===== src/rtl/wait_event_engine.sv =====
// wait_event_engine: N-channel wait engine that reports done, timeout or error for one sequencer command.
// Optional build macro WAIT_EVENT_MASK_EN adds i_mask for bit-masked EQ/NEQ compares.
module wait_event_engine #(
  parameter int WAIT_SIZE     = 5,
  parameter int WAIT_WIDTH    = 32,
  parameter int TIMEOUT_WIDTH = 32,
  parameter int SEL_WIDTH     = ($clog2(WAIT_SIZE) > 0) ? $clog2(WAIT_SIZE) : 1
) (
  input  logic                            clk,
  input  logic                            rst_n,
  input  logic [WAIT_SIZE*WAIT_WIDTH-1:0] wait_signals,
  input  logic                            i_start,
  input  logic [SEL_WIDTH-1:0]            i_sel,
  input  logic [2:0]                      i_mode,
  input  logic [WAIT_WIDTH-1:0]           i_value,
  input  logic [TIMEOUT_WIDTH-1:0]        i_timeout,
  input  logic                            i_abort,
`ifdef WAIT_EVENT_MASK_EN
  input  logic [WAIT_WIDTH-1:0]           i_mask,
`endif
  output logic                            o_busy,
  output logic                            o_done,
  output logic                            o_timeout,
  output logic                            o_err,
  output logic [TIMEOUT_WIDTH-1:0]        o_elapsed
);

  localparam logic [1:0] ST_IDLE = 2'd0;
  localparam logic [1:0] ST_WAIT = 2'd1;
  localparam logic [1:0] ST_DONE = 2'd2;

  localparam logic [2:0] MODE_HIGH = 3'd0;
  localparam logic [2:0] MODE_LOW  = 3'd1;
  localparam logic [2:0] MODE_RISE = 3'd2;
  localparam logic [2:0] MODE_FALL = 3'd3;
  localparam logic [2:0] MODE_EQ   = 3'd4;
  localparam logic [2:0] MODE_NEQ  = 3'd5;

  localparam logic [SEL_WIDTH:0] SEL_LIMIT = (SEL_WIDTH+1)'(WAIT_SIZE);

  logic [1:0]               state_r;
  logic [SEL_WIDTH-1:0]     sel_r;
  logic [2:0]               mode_r;
  logic [WAIT_WIDTH-1:0]    value_r;
  logic [TIMEOUT_WIDTH-1:0] timeout_r;
  logic                     prev_r;
  logic [WAIT_WIDTH-1:0]    mask_s;

`ifdef WAIT_EVENT_MASK_EN
  logic [WAIT_WIDTH-1:0]    mask_r;
  assign mask_s = mask_r;
`else
  assign mask_s = '1;
`endif

  function automatic logic [WAIT_WIDTH-1:0] pick_channel(
    input logic [WAIT_SIZE*WAIT_WIDTH-1:0] vec,
    input logic [SEL_WIDTH-1:0]            idx
  );
    logic [WAIT_WIDTH-1:0] res;
    res = '0;
    for (int k = 0; k < WAIT_SIZE; k++) begin
      res = (idx == SEL_WIDTH'(k)) ? vec[k*WAIT_WIDTH +: WAIT_WIDTH] : res;
    end
    return res;
  endfunction

  function automatic logic pick_lsb(
    input logic [WAIT_SIZE*WAIT_WIDTH-1:0] vec,
    input logic [SEL_WIDTH-1:0]            idx
  );
    logic res;
    res = 1'b0;
    for (int k = 0; k < WAIT_SIZE; k++) begin
      res = (idx == SEL_WIDTH'(k)) ? vec[k*WAIT_WIDTH] : res;
    end
    return res;
  endfunction

  function automatic logic eval_match(
    input logic [2:0]            mode,
    input logic [WAIT_WIDTH-1:0] s,
    input logic                  prev,
    input logic [WAIT_WIDTH-1:0] value,
    input logic [WAIT_WIDTH-1:0] mask
  );
    logic res;
    case (mode)
      MODE_HIGH: res = s[0];
      MODE_LOW:  res = ~s[0];
      MODE_RISE: res = s[0] & ~prev;
      MODE_FALL: res = ~s[0] & prev;
      MODE_EQ:   res = ((s & mask) == (value & mask));
      MODE_NEQ:  res = ((s & mask) != (value & mask));
      default:   res = 1'b0;
    endcase
    return res;
  endfunction

  logic                     start_bit_s;
  logic [WAIT_WIDTH-1:0]    wait_chan_s;
  logic                     cmd_bad_s;
  logic                     match_s;
  logic                     expire_s;
  logic [TIMEOUT_WIDTH:0]   elapsed_inc_s;
  logic [TIMEOUT_WIDTH-1:0] elapsed_next_s;

  // Channel selection, match evaluation and the saturating elapsed counter.
  always_comb begin
    start_bit_s    = pick_lsb(wait_signals, i_sel);
    wait_chan_s    = pick_channel(wait_signals, sel_r);
    cmd_bad_s      = ({1'b0, i_sel} >= SEL_LIMIT) || (i_mode > MODE_NEQ);
    match_s        = eval_match(mode_r, wait_chan_s, prev_r, value_r, mask_s);
    elapsed_inc_s  = {1'b0, o_elapsed} + {{TIMEOUT_WIDTH{1'b0}}, 1'b1};
    elapsed_next_s = (&o_elapsed) ? o_elapsed : elapsed_inc_s[TIMEOUT_WIDTH-1:0];
    // compared at full width so a saturated counter can never alias a timeout
    expire_s       = (timeout_r != '0) && (elapsed_inc_s == {1'b0, timeout_r});
  end

  // Command FSM with registered status outputs; DONE accepts a new start like IDLE.
  always_ff @(posedge clk) begin
    if (!rst_n) begin
      state_r   <= ST_IDLE;
      sel_r     <= '0;
      mode_r    <= 3'd0;
      value_r   <= '0;
      timeout_r <= '0;
      prev_r    <= 1'b0;
`ifdef WAIT_EVENT_MASK_EN
      mask_r    <= '0;
`endif
      o_busy    <= 1'b0;
      o_done    <= 1'b0;
      o_timeout <= 1'b0;
      o_err     <= 1'b0;
      o_elapsed <= '0;
    end else begin
      o_done    <= 1'b0;
      o_timeout <= 1'b0;
      o_err     <= 1'b0;
      case (state_r)
        ST_IDLE, ST_DONE: begin
          if (i_start) begin
            sel_r     <= i_sel;
            mode_r    <= i_mode;
            value_r   <= i_value;
            timeout_r <= i_timeout;
`ifdef WAIT_EVENT_MASK_EN
            mask_r    <= i_mask;
`endif
            prev_r    <= start_bit_s;
            o_elapsed <= '0;
            if (cmd_bad_s) begin
              state_r <= ST_DONE;
              o_busy  <= 1'b0;
              o_done  <= 1'b1;
              o_err   <= 1'b1;
            end else begin
              state_r <= ST_WAIT;
              o_busy  <= 1'b1;
            end
          end else begin
            state_r <= ST_IDLE;
            o_busy  <= 1'b0;
          end
        end
        ST_WAIT: begin
          if (i_abort) begin
            state_r <= ST_IDLE;
            o_busy  <= 1'b0;
          end else begin
            o_elapsed <= elapsed_next_s;
            prev_r    <= wait_chan_s[0];
            if (match_s) begin
              state_r <= ST_DONE;
              o_busy  <= 1'b0;
              o_done  <= 1'b1;
            end else if (expire_s) begin
              state_r   <= ST_DONE;
              o_busy    <= 1'b0;
              o_done    <= 1'b1;
              o_timeout <= 1'b1;
            end else begin
              state_r <= ST_WAIT;
              o_busy  <= 1'b1;
            end
          end
        end
        default: begin
          state_r <= ST_IDLE;
          o_busy  <= 1'b0;
        end
      endcase
    end
  end

endmodule


===== config.mk =====
export PLATFORM = sky130hd
export DESIGN_NAME = wait_event_engine
export DESIGN_NICKNAME = d
export VERILOG_FILES = /design/src/rtl/wait_event_engine.sv
export SDC_FILE = /design/constraint.sdc
export NUM_CORES = 1
export LEC_CHECK = 0
export ABC_AREA = 1
export BUFFER_PORTS_ARGS = -buffer_cell sky130_fd_sc_hd__buf_2
export CORE_MARGIN = 10
export CORE_UTILIZATION = 52
export DETAILED_ROUTE_END_ITERATION = 6
export PLACE_DENSITY = 0.82
export SYNTH_ARGS = -nofsm -noshare
export SYNTH_HDL_FRONTEND = slang
export SYNTH_SLANG_ARGS = --single-unit

===== constraint.sdc =====
create_clock -name clk -period 2.8 [get_ports clk]
set_input_delay 0 -clock clk [delete_from_list [all_inputs] [get_ports clk]]
set_output_delay 0 -clock clk [all_outputs]
set_load 0.03 [all_outputs]

==> results of run 1 <==
## metrics by stage
stage               setup slack (ns)  instance area [µm²]  utilization, %  hold slack (ns)  std cells
floorplan                      0.316                 8040               -            0.167       1413
global placement               0.339                 9670            63.6            0.251       1840
detailed placement             0.286                 9670            63.6            0.261       1840
CTS                            0.225                10600            69.7         0.000831       1921
global route                  0.0686                10600            69.7           0.0171       1922
finish                         0.258                10600            69.7          0.00448       1922
## tightest hold or removal path, stage by stage
cell     delay (ns)
buf_2          0.11
nor2_1         0.07
nand3_1        0.07
a21oi_1        0.06
## cell usage after synthesis
| library cell | number | area share (%) |
|---|---|---|
| and2_1 | 1 | 0.078 |
| o21a_1 | 1 | 0.093 |
| clkbuf_1 | 35 | 1.6 |
| nand3_1 | 72 | 4.5 |
| o211ai_1 | 1 | 0.093 |
| nor3_2 | 1 | 0.12 |
| a211oi_1 | 21 | 2.0 |
| o311ai_0 | 1 | 0.11 |
| nor2_4 | 1 | 0.14 |
| nor2_2 | 2 | 0.16 |
| dfxtp_1 | 107 | 27 |
| nor3_1 | 22 | 1.4 |
| o21ai_0 | 128 | 8.0 |
| nand4_1 | 34 | 2.6 |
| nand3_2 | 2 | 0.25 |
| xor2_1 | 19 | 2.1 |
| ha_1 | 1 | 0.16 |
| or2_2 | 6 | 0.47 |
| a31oi_1 | 12 | 0.93 |
| inv_1 | 243 | 11 |
| nand3_4 | 1 | 0.22 |
| a21o_1 | 1 | 0.093 |
| buf_4 | 4 | 0.37 |
| clkbuf_2 | 1 | 0.062 |
| o2111ai_1 | 1 | 0.11 |
| clkinv_1 | 1 | 0.047 |
| xnor2_1 | 1 | 0.11 |
| xnor3_1 | 1 | 0.28 |
| buf_2 | 19 | 1.2 |
| nand3b_1 | 8 | 0.75 |
| a21oi_1 | 82 | 5.1 |
| o211a_1 | 2 | 0.25 |
| nor4_1 | 2 | 0.16 |
| nand2_1 | 396 | 18 |
| inv_2 | 6 | 0.28 |
| nor2_1 | 107 | 5.0 |
| o21ai_1 | 42 | 2.6 |
| or2_1 | 28 | 2.2 |
## timing repair
action,4_1_cts,5_1_grt
gates resized for setup,0,1
setup endpoints to repair,0,2
endpoints found under the hold margin,66,0
hold buffers,66,0
## layout make-up
cell class / instances / area (µm²) / share of cell area (%)
antenna: 1 / 2.50 / 0.0236
multi-input combinational: 997 / 4710 / 44.4
clock inverter: 4 / 27.5 / 0.260
sequential: 107 / 2140 / 20.2
clock buffer: 11 / 243 / 2.29
tap: 188 / 235 / 2.22
timing repair buffer: 364 / 2300 / 21.7
inverter: 250 / 938 / 8.85
## sequential cells by signal, summed over array words and instances (netlist names)
register,cells
o_elapsed,32
timeout_r,32
value_r,32
mode_r,3
sel_r,3
o_done,1
o_err,1
o_timeout,1
prev_r,1
state_r,1
## layer usage
metal,up-vias,wire [µm],global-route usage [%]
li1,5125,-,-
met1,4590,13100,36.4
met2,527,14700,49.0
met3,78,3360,6.89
met4,0,932,9.63
met5,-,0,0
## worst max-delay path by stage
| stage | slack, ns | depth (start not counted) | to |
|---|---|---|---|
| floorplan | 0.32 | 14 | o_elapsed[16]$_SDFFE_PN0P_ |
| global route | 0.07 | 15 | o_elapsed[26]$_SDFFE_PN0P_ |
| finish | 0.26 | 12 | state_r[0]$_SDFF_PN0_ |
| CTS | 0.23 | 14 | o_done$_SDFF_PN0_ |
| detailed placement | 0.29 | 14 | o_done$_SDFF_PN0_ |
| global placement | 0.34 | 14 | o_done$_SDFF_PN0_ |
## kinds of logic (layout without fill, tap and decap cells)
group                      count (synthesis)  count (layout)  share of synthesized area, %
adders and majority gates                  1               1                         0.156
xor gates and xnor gates                  21              21                          2.46
DFF                                      107             107                          26.6
other                                      0               1                             0
AOI/OAI and AO/OA                        292             292                          19.3
and+or+nand+nor                          683             683                          36.5
buffers and inverters                    309             629                          14.9
## power groups by stage
stage | Combinational, W | Clock (W) | Sequential [W]
global route | 0.00169 | 0.00128 | 0.00176
floorplan | 0.000864 | 0 | 0.00181
global placement | 0.00138 | 0 | 0.00177
finish | 0.00151 | 0.00121 | 0.00175
CTS | 0.00148 | 0.00122 | 0.00174
detailed placement | 0.00139 | 0 | 0.00178
==> impl_metrics.ini, run 1 <==
[worst_setup_path]
critPathCaptureType = flip-flop
crit_start = o_elapsed[10]$_SDFFE_PN0P_
critPathSlowestCell = dfxtp_1
reg2reg_from = o_elapsed[10]$_SDFFE_PN0P_
path_cells = nand2_1 -> nor3_1 -> nand2_1 -> nor2_1 -> nand2_1 -> xor2_1 -> xor2_1 -> nand3_1 -> nor2_1 -> nand3_1 -> nand3_1 -> a21oi_1
max_stage_delay_ns = 0.47
crit_type = flip-flop to flip-flop
r2r_setup_slack_ns = 0.26
start_kind = flip-flop
crit-reg2reg-capture = state_r[0]$_SDFF_PN0_
cp.required_ns = 3.03
critPathMaxFanout = 6
path_buf_inv = 0
rr_worst_depth = 12
crit_family = simple AND/OR/NAND/NOR gates
arrival_ns = 2.77

[routing]
drc = 0
drt_iter0_drc = 994
wire_per_inst_um = 16.7
drt_first_pass_iters = 5
ant_nets = 0
via_count = 10320
vias_per_cell = 5.37
wl_um = 32100

[cts]
htree_levels = 3
root_buffer = clkbuf_16
clk_pin_slew_ns = 0.08
insertion_delay_ns = 0.36
post_cts_buffers = 0
cts_sinks = 107
tritoncts = done
cts_made_buffers = 9
cts.path.max_buffers = 2

[floorplanning]
fp-row-count = 45
dieArea_um2 = 20800
core_um2 = 15200
fp.dieW_um = 144
die_h_um = 144
initial_core_util_pct = 52.9
ios = 270

[flow_run]
drv_cap = 0

[power_and_ir_drop]
total_power_w = 0.00446
irDropWorstVdd_v = 0.000296
p_seq_share_pct = 39.2
p_clk_share_pct = 27.1
p_sw_share_pct = 36.0
p_comb_share_pct = 33.8
powerDensity_nw_per_um2 = 421
p_leak_nw = 5.48
p_int_w = 0.00285
power.switching_w = 0.00161

[worst_hold_path]
whs_path_depth = 4
hp-class = primary input to flip-flop
hold_path.startpoint = i_abort
min_to = state_r[0]$_SDFF_PN0_

[synth]
syn_nets = 1648
yosysWarningCount = 0
synth.distinct_cells = 38
yosysSeqAreaShare_pct = 26.6
syn-instance-count = 1413
synth_seq_cells = 107
synth.avg_cell_area_um2 = 5.69
syn-cell-area_um2 = 8040

[timing]
tightest_slew_ns = 0.534
hold_viol_final = 0
setup_viol = 0
slew_headroom_pct = 64.1
fin_crit_sh_pct = 90.8
slew_violations = 0
rsz0062_at_grt = no
finalSetupTns_ns = 0
fin_skew_ns = 0.0127
fmax_mhz = 393
finalCriticalPeriod_ns = 2.54

[finish]
nFillCells = 1361
nNetsFinal = 1964
synthToLayoutAreaGrowth_pct = 31.9
final_cell_mix = 395 x nand2_1, 269 x buf_2, 243 x inv_1, 128 x o21ai_0, 107 x nor2_1
final_layout_size_suffix_gt1_share_pct = 19.2
final_common_cell = nand2_1

[global_routing]
grt_pass1_vias = 9609
grt_first_pass_wirelength_um = 48900
gr-total-overflow = 0
grt_max_degree = 131
antenna_found_initial = 1
grt_usage_pct = 29.4

[placement]
port_buffers = 269
gp_congestion = 1.05
dpl.hpwl_um = 24500

[run_status]
outcome = finished, final reports clean
(Power assumes the default switching activity.)
==> inputs of run 2 (changes only) <==
Settings changed: ABC_AREA 1 to default, PLACE_DENSITY 0.82 to 0.81.
==> impl_metrics.ini, run 2 <==
[run_status]
outcome = finished, violations left
violations = negative setup slack

[routing]
drc = 0
drt_first_pass_iters = 5
wl_um = 35200
via_count = 10120
drt_iter0_drc = 1124
ant_nets = 0
wire_per_inst_um = 20.9
vias_per_cell = 6.02

[synth]
synth.avg_cell_area_um2 = 7.56
synth_seq_cells = 107
synth_mux_area_share_pct = 8.70
yosysMostFrequentCell = nand2_1
syn_nets = 1343
synth.distinct_cells = 74
synth-xor-area-share_pct = 8.16
synth_area_leaders = dfxtp_1 26%, nand2_1 8.5%, a21boi_0 7.0%
syn-instance-count = 1108
synth-compound-area-share_pct = 24.2
ys_async_sr_fraction_pct = 0
synth_top_area_share_pct = 25.6
syn-cell-area_um2 = 8370
synth_fa_ha_area_share_pct = 0.149
synth_top_family_by_area = simple AND/OR/NAND/NOR gates
yosys-top-cells-count = 189 x nand2_1, 107 x dfxtp_1, 78 x a21boi_0
synth_top_area_cell = dfxtp_1
yosysWarningCount = 0
yosys.area_share.simple_pct = 27.8
synth_edf_count = 0
synthFlopType = dfxtp_1
yosysSeqAreaShare_pct = 25.6

[timing]
finalCriticalPeriod_ns = 2.83
hold_viol_final = 0
setup_viol = 1
setup_ws_ns = -0.0300
slew_violations = 0
fin_crit_sh_pct = 101
slew_headroom_pct = 43.0
rsz0062_at_grt = yes
whs_ns = 0.0381
fmax_mhz = 353
fin_skew_ns = 0.0181
tightest_slew_ns = 0.853

[worst_setup_path]
critPathCaptureType = flip-flop
crit_type = flip-flop to flip-flop
critPathMaxFanout = 7
start_kind = flip-flop
cp.required_ns = 3.07
arrival_ns = 3.10

[power_and_ir_drop]
total_power_w = 0.00431
powerDensity_nw_per_um2 = 369
irDropWorstVdd_v = 0.000400
p_leak_nw = 4.86

[finish]
nFillCells = 1205
final_cell_mix = 269 x buf_2, 189 x nand2_1, 87 x dfxtp_1, 82 x buf_4, 78 x a21boi_0
final_layout_size_suffix_gt1_share_pct = 31.4
final_cells = 1680
final_area_um2 = 11700
synthToLayoutAreaGrowth_pct = 39.5
nNetsFinal = 1691
largestRegisters = o_elapsed (32), timeout_r (32), value_r (32)
final_common_cell = buf_2

[cts]
htree_levels = 3
root_buffer = clkbuf_16
tritoncts = done
cts_made_buffers = 9
cts_sinks = 107
insertion_delay_ns = 0.38
clk_pin_slew_ns = 0.08
cts.path.max_buffers = 2

[placement]
placement.cell_area_um2 = 10400
dpl.hpwl_um = 25800
dp_cells = 1584
gp_congestion = 0.983
port_buffers = 269
pre_cts_ws_ns = -0.0371

[global_routing]
grt_usage_pct = 30.5
grt_pass1_vias = 9781
gr-total-overflow = 0
grt_first_pass_wirelength_um = 53700
grt_max_degree = 77
antenna_found_initial = 4

[floorplanning]
ios = 270
fp-row-count = 46
dieArea_um2 = 21600
core_um2 = 15800
initial_core_util_pct = 52.9
die_h_um = 147
fp.dieW_um = 147

[worst_hold_path]
hp-class = primary input to flip-flop

[flow_run]
drv_cap = 0
==> run 2: timing repair <==
item | in CTS | in global routing
buffers inserted | 0 | 5
endpoints found under the setup margin | 2 | 3
pin swaps | 0 | 12
cloned | 0 | 2
resized for setup | 4 | 31
hold buffers | 70 | 0
hold endpoints to repair | 70 | 0
==> run 2: kinds of logic after synthesis <==
| logic type | after synthesis |
|---|---|
| adder cells (fa/ha/maj) | 1 |
| XOR/XNOR | 78 |
| AND/OR/NAND/NOR | 452 |
| flip-flops | 107 |
| buffers and inverters | 109 |
| multiplexers | 64 |
| AO/OA/AOI/OAI | 297 |
==> run 2: final cells by class <==
type / instances / area [µm²] / area share (%)
multi-input combinational: 892 / 5950 / 50.9
timing repair buffer: 435 / 2910 / 24.9
sequential: 107 / 2180 / 18.7
tap: 216 / 270 / 2.31
clock buffer: 9 / 225 / 1.93
clock inverter: 7 / 96.3 / 0.825
inverter: 11 / 41.3 / 0.353
antenna: 3 / 7.51 / 0.0643
==> run 2: critical path, stage by stage (launching register included) <==
cell      delay, ns
dfxtp_4        0.39
buf_6          0.15
buf_6          0.13
nor3b_4        0.22
xnor2_1        0.16
a221oi_2       0.08
or4_4          0.59
nor4b_4        0.21
nand4_1        0.17
xor2_1         0.22
o22a_1         0.24
a21bo_1        0.16
==> run 2: power by group <==
part / switching, W / internal (W)
Sequential: 0.000103 / 0.00158
Clock: 0.000718 / 0.000660
Combinational: 0.000626 / 0.000618
Total: 0.00145 / 0.00286
==> run 2: final timing paths <==
path,from,end,slack (ns),cells past startpoint
max,sel_r[1]$_SDFFE_PN0P_,state_r[0]$_SDFF_PN0_,-0.03,11
min,i_abort,o_timeout$_SDFF_PP0_,0.04,4
max reg2reg,sel_r[1]$_SDFFE_PN0P_,state_r[0]$_SDFF_PN0_,-0.03,11
min reg2reg,value_r[24]$_SDFFE_PN0P_,value_r[24]$_SDFFE_PN0P_,0.49,2
==> run 2: routing by layer <==
layer  up-vias  routed length, µm  GRT usage [%]  part of all wire (%)
met3        95               3550           8.81                    10
met2       584              15800           47.0                    45
met5         -                 13              0                 0.037
met4         2               1150           11.7                   3.3
li1       4715                  -              -                     -
met1      4724              14600           39.5                    42
==> run 2: stage by stage <==
step / TNS [ns] / util [%]
global placement: 0 / 65.7
global route: -0.222 / 73.8
floorplan: 0 / -
CTS: 0 / 72.3
detailed placement: -0.0371 / 65.7
finish: -0.0300 / 73.8
==> inputs of run 3 (changes only) <==
Settings changed: CORE_ASPECT_RATIO from default to 0.7.
==> impl_metrics.ini, run 3 (synthesis gave the netlist of run 2 again) <==
[timing]
fmax_mhz = 345
setup_viol = 2
hold_viol_final = 0
rsz0062_at_grt = yes
slew_headroom_pct = 44.9
slew_violations = 0
tightest_slew_ns = 0.827
fin_skew_ns = 0.00707
finalCriticalPeriod_ns = 2.90
fin_crit_sh_pct = 104
setup_ws_ns = -0.101

[finish]
final_common_cell = buf_2
largestRegisters = o_elapsed (32), timeout_r (32), value_r (32)
synthToLayoutAreaGrowth_pct = 40.0
final_layout_size_suffix_gt1_share_pct = 32.4
nNetsFinal = 1686
final_util_pct = 75.0
final_cells = 1659
final_cell_mix = 269 x buf_2, 189 x nand2_1, 86 x dfxtp_1, 79 x buf_4, 78 x a21boi_0

[worst_setup_path]
rr_worst_depth = 11
cp.required_ns = 3.05
timing.critical_path.mode_cell = xor2_1
r2r_setup_slack_ns = -0.10
path_cells = buf_6 -> buf_4 -> mux2i_4 -> xor2_1 -> a221oi_1 -> or4_4 -> nor4b_2 -> nand4_1 -> xor2_1 -> o22a_1 -> a21bo_1
crit-reg2reg-capture = state_r[0]$_SDFF_PN0_
critPathSlowestCell = or4_4
critPathCaptureType = flip-flop
critPathMaxFanout = 4
crit_type = flip-flop to flip-flop
max_stage_delay_ns = 0.49
crit_family = simple AND/OR/NAND/NOR gates
crit_start = sel_r[1]$_SDFFE_PN0P_
start_kind = flip-flop
path_buf_inv = 2
reg2reg_from = sel_r[1]$_SDFFE_PN0P_
arrival_ns = 3.15

[power_and_ir_drop]
powerDensity_nw_per_um2 = 363
p_leak_nw = 4.84
irDropWorstVdd_v = 0.000274

[floorplanning]
dieArea_um2 = 21700
fp-row-count = 38
fp.dieW_um = 172
initial_core_util_pct = 53.5
ios = 270
core_um2 = 15600
die_h_um = 126

[routing]
ant_nets = 0
drt_first_pass_iters = 6
drc = 0
wire_per_inst_um = 22.7
vias_per_cell = 6.29
wl_um = 37700
drt_iter0_drc = 1597
via_count = 10433

[cts]
cts.path.max_buffers = 2
htree_levels = 3
cts_made_buffers = 9
clk_pin_slew_ns = 0.08
cts_sinks = 107
root_buffer = clkbuf_16
insertion_delay_ns = 0.36
tritoncts = done

[global_routing]
grt_max_degree = 54
antenna_found_initial = 4
gr-total-overflow = 0
grt_pass1_vias = 9836
grt_first_pass_wirelength_um = 55800
grt_usage_pct = 32.4

[run_status]
outcome = finished, violations left
violations = negative setup slack

[placement]
dpl.hpwl_um = 27000
port_buffers = 269
gp_congestion = 1.00
dp_cells = 1560

[worst_hold_path]
min_to = value_r[11]$_SDFFE_PN0P_
whs_path_depth = 3
hold_path.startpoint = i_value[11]
hp-class = primary input to flip-flop

[flow_run]
drv_cap = 0
[run 3: cell count changes in the layout (fill, tap and decap cells not counted), moves of 3 or more]
cell,change
dfxtp_4,+4
nor3b_2,+3
buf_4,-3
dfxtp_2,-3
[run 3: what timing repair did]
action	4_1_cts	5_1_grt
buffers inserted	6	3
endpoints found under the hold margin	69	0
pin swaps	4	10
endpoints found under the setup margin	3	3
hold buffers	69	0
cloned	1	1
gates resized for setup	22	43
[run 3: cell type report]
class | count | area (µm²)
antenna | 4 | 10.0
multi-input combinational | 892 | 6060
sequential | 107 | 2200
clock inverter | 6 | 50.0
inverter | 11 | 41.3
tap | 200 | 250
clock buffer | 9 | 225
timing repair buffer | 430 | 2890
fill | 1168 | 3920
[run 3: where the power goes]
group          switching, W  internal (W)  total (W)
sequential         0.000107       0.00158    0.00169
clock              0.000644      0.000613    0.00126
combinational      0.000674      0.000635    0.00131
[run 3: tightest hold or removal path, cell delays in order]
cell and delay [ns]:
buf_2 0.10, nand2_1 0.16, a21boi_0 0.11
[run 3: metal layers]
| metal | share of wire [%] | GRT usage [%] | up-vias | wire length [µm] |
|---|---|---|---|---|
| met4 | 2.2 | 7.29 | 0 | 845 |
| li1 | - | - | 4705 | - |
| met3 | 13 | 10.4 | 84 | 4860 |
| met5 | 0 | 0 | - | 0 |
| met2 | 44 | 49.1 | 776 | 16400 |
| met1 | 41 | 43.9 | 4868 | 15600 |
[run 3: how the worst max path moves through the flow]
stage | to | slack [ns] | depth (start not counted)
after floorplan | o_timeout$_SDFF_PP0_ | 0.08 | 11
after global routing | state_r[0]$_SDFF_PN0_ | -0.14 | 11
after detailed placement | state_r[0]$_SDFF_PN0_ | -0.21 | 12
final | state_r[0]$_SDFF_PN0_ | -0.10 | 11
after global placement | state_r[0]$_SDFF_PN0_ | -0.07 | 12
after CTS | state_r[0]$_SDFF_PN0_ | 0.0005 | 12
[run 3: metrics by stage]
step	area [µm²]	hold WS, ns	setup WS [ns]	power [W]	TNS [ns]
after global routing	11700	0.0748	-0.140	0.00441	-0.274
after global placement	10300	0.251	-0.0746	0.00278	-0.0777
after detailed placement	10300	0.259	-0.209	0.00280	-0.480
after floorplan	8450	0.145	0.0850	0.00234	0
final	11700	0.0482	-0.101	0.00425	-0.134
after CTS	11500	0.0223	0.000515	0.00414	0
